`config.mk`:
```
export PLATFORM = sky130hd
export DESIGN_NAME = pic_host_sequencer
export DESIGN_NICKNAME = d
export VERILOG_FILES = /design/src/rtl/pic_host_pkg.sv /design/src/rtl/pic_bus_cycle.sv /design/src/rtl/pic_host_sequencer.sv
export SDC_FILE = /design/constraint.sdc
export NUM_CORES = 1
export LEC_CHECK = 0
export BUFFER_PORTS_ARGS = -buffer_cell sky130_fd_sc_hd__buf_2
export CAP_MARGIN = 20
export CORE_MARGIN = 8
export CORE_UTILIZATION = 40
export DETAILED_ROUTE_END_ITERATION = 7
export PLACE_DENSITY = 0.71
export SLEW_MARGIN = 20
export SYNTH_ARGS = -nofsm -noshare
export SYNTH_HDL_FRONTEND = slang
export SYNTH_HIERARCHICAL = 1
export SYNTH_SLANG_ARGS = --single-unit
```
`constraint.sdc`:
```
create_clock -name clock -period 3.5 [get_ports clock]
set_input_delay 0 -clock clock [delete_from_list [all_inputs] [get_ports clock]]
set_output_delay 0 -clock clock [all_outputs]
set_load 0.05 [all_outputs]
```
`src/rtl/pic_host_pkg.sv`:
```
// Shared types and constants for the PIC 8259A host sequencer.
// The status-read states are only reachable when PIC_STATUS_READ_EN is defined.
package pic_host_pkg;

    typedef enum logic [3:0] {
        IDLE,
        INIT_W1,
        INIT_W2,
        INIT_W4,
        INIT_M,
        READY,
        ACK1,
        ACK_GAP,
        ACK2,
        HOLD_VEC,
        EOI_W,
        RD_OCW3,
        RD_READ
    } state_t;

    typedef enum logic [2:0] {
        PH_IDLE,
        PH_SETUP,
        PH_STROBE,
        PH_HOLD,
        PH_GAP
    } phase_t;

    localparam logic [7:0] OCW3_READ_IRR = 8'h0A;
    localparam logic [7:0] OCW3_READ_ISR = 8'h0B;
    localparam logic [7:0] NS_EOI        = 8'h20;
    localparam logic [4:0] SEOI_PREFIX   = 5'b01100;

    localparam logic [1:0] RD_SEL_IRR  = 2'd0;
    localparam logic [1:0] RD_SEL_ISR  = 2'd1;
    localparam logic [1:0] RD_SEL_IMR  = 2'd2;
    localparam logic [1:0] RD_SEL_RSVD = 2'd3;

    function automatic logic [7:0] eoi_byte(input logic specific, input logic [2:0] level);
        return specific ? {SEOI_PREFIX, level} : NS_EOI;
    endfunction

endpackage

```
`src/rtl/pic_bus_cycle.sv`:
```
// One PIC bus cycle: setup, STROBE_CYCLES strobe, hold (writes only), idle.
// done is high during the idle cycle; a new go is accepted in that same cycle.
module pic_bus_cycle
    import pic_host_pkg::*;
#(
    parameter int unsigned STROBE_CYCLES = 2
) (
    input  logic       clock,
    input  logic       reset_n,
    input  logic       go,
    input  logic       is_read,
    input  logic       addr,
    input  logic [7:0] wdata,
    output logic       done,
    output logic [7:0] rdata,
    input  logic [7:0] data_in,
    output logic       cs_n,
    output logic       re_n,
    output logic       we_n,
    output logic       a0,
    output logic [7:0] dout,
    output logic       oe
);

    localparam logic [7:0] LAST = 8'(STROBE_CYCLES - 1);

    phase_t     phase;
    logic       rd_q;
    logic [7:0] cnt;

    // Phase sequencer; address and data are latched when the cycle is launched.
    always_ff @(posedge clock or negedge reset_n) begin
        if (!reset_n) begin
            phase <= PH_IDLE;
            rd_q  <= 1'b0;
            a0    <= 1'b0;
            dout  <= '0;
            rdata <= '0;
            cnt   <= '0;
        end else begin
            case (phase)
                PH_IDLE, PH_GAP: begin
                    if (go) begin
                        phase <= PH_SETUP;
                        rd_q  <= is_read;
                        a0    <= addr;
                        dout  <= is_read ? '0 : wdata;
                    end else begin
                        phase <= PH_IDLE;
                    end
                end
                PH_SETUP: begin
                    phase <= PH_STROBE;
                    cnt   <= '0;
                end
                PH_STROBE: begin
                    if (cnt == LAST) begin
                        if (rd_q) begin
                            rdata <= data_in;
                            phase <= PH_GAP;
                        end else begin
                            phase <= PH_HOLD;
                        end
                    end else begin
                        cnt <= cnt + 8'd1;
                    end
                end
                PH_HOLD: phase <= PH_GAP;
                default: phase <= PH_IDLE;
            endcase
        end
    end

    assign cs_n = (phase == PH_IDLE) || (phase == PH_GAP);
    assign we_n = !((phase == PH_STROBE) && !rd_q);
    assign re_n = !((phase == PH_STROBE) && rd_q);
    assign oe   = !rd_q && ((phase == PH_SETUP) || (phase == PH_STROBE) || (phase == PH_HOLD));
    assign done = (phase == PH_GAP);

endmodule

```
`src/rtl/pic_host_sequencer.sv`:
```
// Host-side master for a PIC 8259A: init sequence, INTA acknowledge, EOI writes.
// Optional status reads (IRR/ISR/IMR) are built when PIC_STATUS_READ_EN is defined.
module pic_host_sequencer
    import pic_host_pkg::*;
#(
    parameter logic [7:0]  ICW1_VAL      = 8'h1F,
    parameter logic [7:0]  ICW2_VAL      = 8'hA8,
    parameter logic [7:0]  ICW4_VAL      = 8'h01,
    parameter logic [7:0]  OCW1_VAL      = 8'h00,
    parameter int unsigned STROBE_CYCLES = 2
) (
    input  logic       clock,
    input  logic       reset_n,
    input  logic       start_init,
    output logic       init_done,
    output logic       busy,
    output logic       chip_select,
    output logic       read_enable,
    output logic       write_enable,
    output logic       A0,
    output logic [7:0] data_out,
    output logic       data_oe,
    input  logic [7:0] data_in,
    input  logic       INT,
    output logic       INTA,
    output logic [7:0] vector,
    output logic       vector_valid,
    input  logic       vector_ready,
    input  logic       eoi_req,
    input  logic       eoi_specific,
    input  logic [2:0] eoi_level,
    output logic       eoi_ack
`ifdef PIC_STATUS_READ_EN
   ,input  logic       rd_req,
    input  logic [1:0] rd_sel,
    output logic [7:0] rd_data,
    output logic       rd_valid
`endif
);

    localparam logic [7:0] LAST = 8'(STROBE_CYCLES - 1);

    state_t     state;
    state_t     next;
    logic       int_s1;
    logic       int_s2;
    logic [7:0] cnt;
    logic       go;
    logic       is_read;
    logic       addr;
    logic [7:0] wdata;
    logic       done;
    logic [7:0] rdata;

    pic_bus_cycle #(.STROBE_CYCLES(STROBE_CYCLES)) u_bus (
        .clock   (clock),
        .reset_n (reset_n),
        .go      (go),
        .is_read (is_read),
        .addr    (addr),
        .wdata   (wdata),
        .done    (done),
        .rdata   (rdata),
        .data_in (data_in),
        .cs_n    (chip_select),
        .re_n    (read_enable),
        .we_n    (write_enable),
        .a0      (A0),
        .dout    (data_out),
        .oe      (data_oe)
    );

    // Two-flop synchroniser for the asynchronous INT line.
    always_ff @(posedge clock or negedge reset_n) begin
        if (!reset_n) begin
            int_s1 <= 1'b0;
            int_s2 <= 1'b0;
        end else begin
            int_s1 <= INT;
            int_s2 <= int_s1;
        end
    end

    // State register, per-state cycle counter and vector capture at the end of ACK2.
    always_ff @(posedge clock or negedge reset_n) begin
        if (!reset_n) begin
            state  <= IDLE;
            cnt    <= '0;
            vector <= '0;
        end else begin
            state <= next;
            cnt   <= (next != state) ? '0 : cnt + 8'd1;
            if ((state == ACK2) && (cnt == LAST)) begin
                vector <= data_in;
            end
        end
    end

    // Next state; a bus cycle is launched (go) in the cycle its state is entered.
    always_comb begin
        next    = state;
        go      = 1'b0;
        is_read = 1'b0;
        addr    = 1'b0;
        wdata   = '0;
        case (state)
            IDLE: begin
                if (start_init) begin
                    next = INIT_W1;  go = 1'b1;  addr = 1'b0;  wdata = ICW1_VAL;
                end
            end
            INIT_W1: if (done) begin next = INIT_W2; go = 1'b1; addr = 1'b1; wdata = ICW2_VAL; end
            INIT_W2: if (done) begin next = INIT_W4; go = 1'b1; addr = 1'b1; wdata = ICW4_VAL; end
            INIT_W4: if (done) begin next = INIT_M;  go = 1'b1; addr = 1'b1; wdata = OCW1_VAL; end
            INIT_M:  if (done) next = READY;
            READY: begin
                if (start_init) begin
                    next = INIT_W1;  go = 1'b1;  addr = 1'b0;  wdata = ICW1_VAL;
                end else if (eoi_req) begin
                    next = EOI_W;  go = 1'b1;  addr = 1'b0;  wdata = eoi_byte(eoi_specific, eoi_level);
`ifdef PIC_STATUS_READ_EN
                end else if (rd_req) begin
                    go = 1'b1;
                    if ((rd_sel == RD_SEL_IRR) || (rd_sel == RD_SEL_ISR)) begin
                        next  = RD_OCW3;
                        addr  = 1'b0;
                        wdata = (rd_sel == RD_SEL_ISR) ? OCW3_READ_ISR : OCW3_READ_IRR;
                    end else begin
                        next    = RD_READ;
                        is_read = 1'b1;
                        addr    = 1'b1;
                    end
`endif
                end else if (int_s2) begin
                    next = ACK1;
                end
            end
            EOI_W:    if (done) next = READY;
            ACK1:     if (cnt == LAST) next = ACK_GAP;
            ACK_GAP:  next = ACK2;
            ACK2:     if (cnt == LAST) next = HOLD_VEC;
            HOLD_VEC: if (vector_ready) next = READY;
`ifdef PIC_STATUS_READ_EN
            RD_OCW3:  if (done) begin next = RD_READ; go = 1'b1; is_read = 1'b1; addr = 1'b0; end
            RD_READ:  if (done) next = READY;
`endif
            default:  next = IDLE;
        endcase
    end

    assign busy         = (state != IDLE) && (state != READY);
    assign init_done    = !((state == IDLE) || (state == INIT_W1) || (state == INIT_W2) ||
                            (state == INIT_W4) || (state == INIT_M));
    assign INTA         = !((state == ACK1) || (state == ACK2));
    assign vector_valid = (state == HOLD_VEC);
    assign eoi_ack      = (state == EOI_W) && done;

`ifdef PIC_STATUS_READ_EN
    assign rd_data  = rdata;
    assign rd_valid = (state == RD_READ) && done;
`endif

endmodule

```
==> metrics.log <==
INFO  metric power_density = approximately 860 nW/um^2
INFO  metric cts_inserted_buffers = 5
INFO  metric reg2reg_slack = about 0.90 ns
INFO  metric setup-violations-final = 0
INFO  metric drt-initial-drc-count = 90
INFO  metric clk_root_buffer_cell = clkbuf_8
INFO  metric die-height = 93.52 um
INFO  metric cp-startpoint = u_bus/phase[0]$_DFFE_PN0P_
INFO  metric clock_latency = 0.30 ns
INFO  metric firstDrtPassIters = 4
INFO  metric grt_setup_unrepaired = false
INFO  metric timing.critical_path.required = 3.63 ns
INFO  metric antenna_violating_nets_post_route = 0
INFO  metric synth.yosys.warnings = 6
INFO  metric die_area = 8745 um^2
INFO  metric grt_pass1_vias = 2004
INFO  metric largest_net_degree_at_the_start_of_global_routing = 44
INFO  metric track_usage = 13.13%
INFO  metric crit_path_max_fanout = 11
INFO  metric post_route_cells_drive_above_1_share = between 20% and 30%
INFO  metric worst-slew-pin-transition = 1.012 ns
INFO  metric worst_clock_skew = 0.009399 ns
INFO  metric area.growth.synth_to_final = 19.99%
INFO  metric tritoncts_num_sinks = 43
INFO  metric fin_crit_sh = around three quarters
INFO  metric route.vias.total = around 2000
INFO  metric min_path_type = primary input to flop
INFO  metric std_cell_rows = 28
INFO  metric capturing_instance_or_port_of_the_critical_path = cnt[1]$_DFF_PN0_
INFO  metric antenna_fix_cells = 0
INFO  metric cp-end-kind = flop
INFO  metric final_critical_delay_including_setup_and_external_delays = 2.597 ns
INFO  metric remaining_drc_errors = 0
INFO  metric cts-root-to-sink-buffers = 2
INFO  metric leakagePower = approximately 1.3 nW
INFO  metric numPortBuffers = 43
INFO  metric final_core_util = 49.29%
INFO  metric clock.fmax = between 0.3 and 0.4 GHz
INFO  metric timing.max_slew.rel_slack = around a third
INFO  metric worst_ep_arrival_time = 2.73 ns
INFO  metric vias_per_cell = 5.282
INFO  metric post_cts_setup_buffers = 0
INFO  metric outcome = completed
INFO  metric global_route_wire_length_before_repair = about 9400 um
INFO  metric detail_route.wl_per_cell = between 10 and 15 um
INFO  metric critical_path.startpoint_type = flop
INFO  metric max-vdd-ir-drop = 654.7 uV
INFO  metric core_area = 5851 um^2
INFO  metric worst_reg2reg_path_startpoint = u_bus/phase[0]$_DFFE_PN0P_
INFO  metric level_count_of_the_clock_h_tree = 2
INFO  metric final_hold_viol_count = 0
INFO  metric finalWeightedCongestion = around 0.82
INFO  metric post_synth_instance_area = 2404 um^2
INFO  metric final_max_slew_viol_count = 0
INFO  metric timing.critical_path.cells = nor2_1, and2_1, mux2_2, a221oi_1, o31ai_1, a2111oi_1
INFO  metric timing.critical_path.slowest_stage_cell = o31ai_1
INFO  metric cts_tree = built
INFO  metric path_class = flop to flop
INFO  metric hold_fix_buffers_at_cts = 10
INFO  metric synth_cells = 248
INFO  metric post_cts_resized = 0
INFO  metric gr-total-overflow = 0
INFO  metric largest_stage_delay_on_the_critical_path = 0.89 ns
INFO  metric finish.net_count = roughly 330
INFO  metric cap_violations = 0
INFO  metric syn_avg_cell_area = 9.692 um^2
INFO  metric die-width = 93.52 um
INFO  metric path_clk_slew = around 0.09 ns
INFO  metric count_of_cells_along_the_worst_register_to_register_path = 6
INFO  metric drt-total-wl = 5507 um
INFO  metric floorplan.io_pins = 44
INFO  metric dp_hpwl = 3932 um
INFO  metric initial_utilization = 41.08%
INFO  metric r2r_end = cnt[1]$_DFF_PN0_
INFO  metric antenna_found_initial = 0
INFO  metric fin_tns_setup = 0 ns
[power by group]
| part | total, W | leakage [nW] | switching (W) | internal [W] |
|---|---|---|---|---|
| logic | 0.00123 | 0.717 | 0.000852 | 0.000375 |
| registers | 0.000843 | 0.560 | 0.000196 | 0.000646 |
| clock network | 0.000402 | 0.0548 | 0.000187 | 0.000215 |
| total | 0.00247 | 1.33 | 0.00124 | 0.00124 |
[per-stage QoR]
step,area (um^2),hold WS [ns],worst slack [ns],cells,total power (W)
after floorplan,2434,-0.2956,0.7332,256,0.001814
after global placement,2669,0.1113,1.078,362,0.002044
after detailed placement,2669,0.1131,0.9618,362,0.002076
after CTS,2884,0.05747,0.9457,380,0.002491
after global routing,2884,0.08156,0.6733,380,0.002631
final,2884,0.05578,0.9030,380,0.002472
[flip-flops by register name (all words and copies together) (netlist names)]
signal       flops
cnt              8
u_bus/cnt        8
u_bus/dout       8
vector           8
state            4
u_bus/phase      3
int_s1           1
int_s2           1
u_bus/a0         1
u_bus/rd_q       1
[layout make-up]
cell class                 instances  area (um^2)
clock buffer                       5        68.82
timing repair buffer              53        315.3
tap                               75        93.84
sequential                        43         1076
multi-input combinational        193         1254
clock inverter                     3        46.29
fill                             554         2967
inverter                           8        30.03
[how the worst min path moves through the flow]
stage / slack, ns / endpoint / startpoint / cells after the start
floorplan: -0.30 / cnt[0]$_DFF_PN0_ / reset_n / 0
global placement: 0.11 / int_s1$_DFF_PN0_ / INT / 1
detailed placement: 0.11 / int_s1$_DFF_PN0_ / INT / 1
CTS: 0.06 / state[3]$_DFF_PN0_ / eoi_req / 3
global route: 0.08 / u_bus/dout[1]$_DFFE_PN0P_ / eoi_level[1] / 5
finish: 0.06 / u_bus/dout[1]$_DFFE_PN0P_ / eoi_level[1] / 5
[layer usage]
layer / GRT usage, % / up-vias / share of wire (%)
met5: 0 / - / 0
met4: 4.832 / 0 / 1.4
met3: 4.567 / 5 / 8.6
met2: 20.74 / 55 / 46
met1: 16.10 / 942 / 44
li1: - / 1005 / -
[critical path, delay by kind of cell, from the launching register on]
kind	cells	cell delay, ns
compound gates	3	1.18
simple gates	2	0.58
flops	1	0.44
mux	1	0.22
[cells in the final DEF (no fill, tap or decap), types with 9 or more instances in the layout]
master         count
buf_2             43
conb_1             9
dfrtp_1           43
dlygate4sd3_1     10
mux2_2            11
nand2_1           24
nand2b_1          10
nand3_1           17
nor2_1            15
o21ai_0           21
Note: power is estimated with default switching activity, not from simulation.
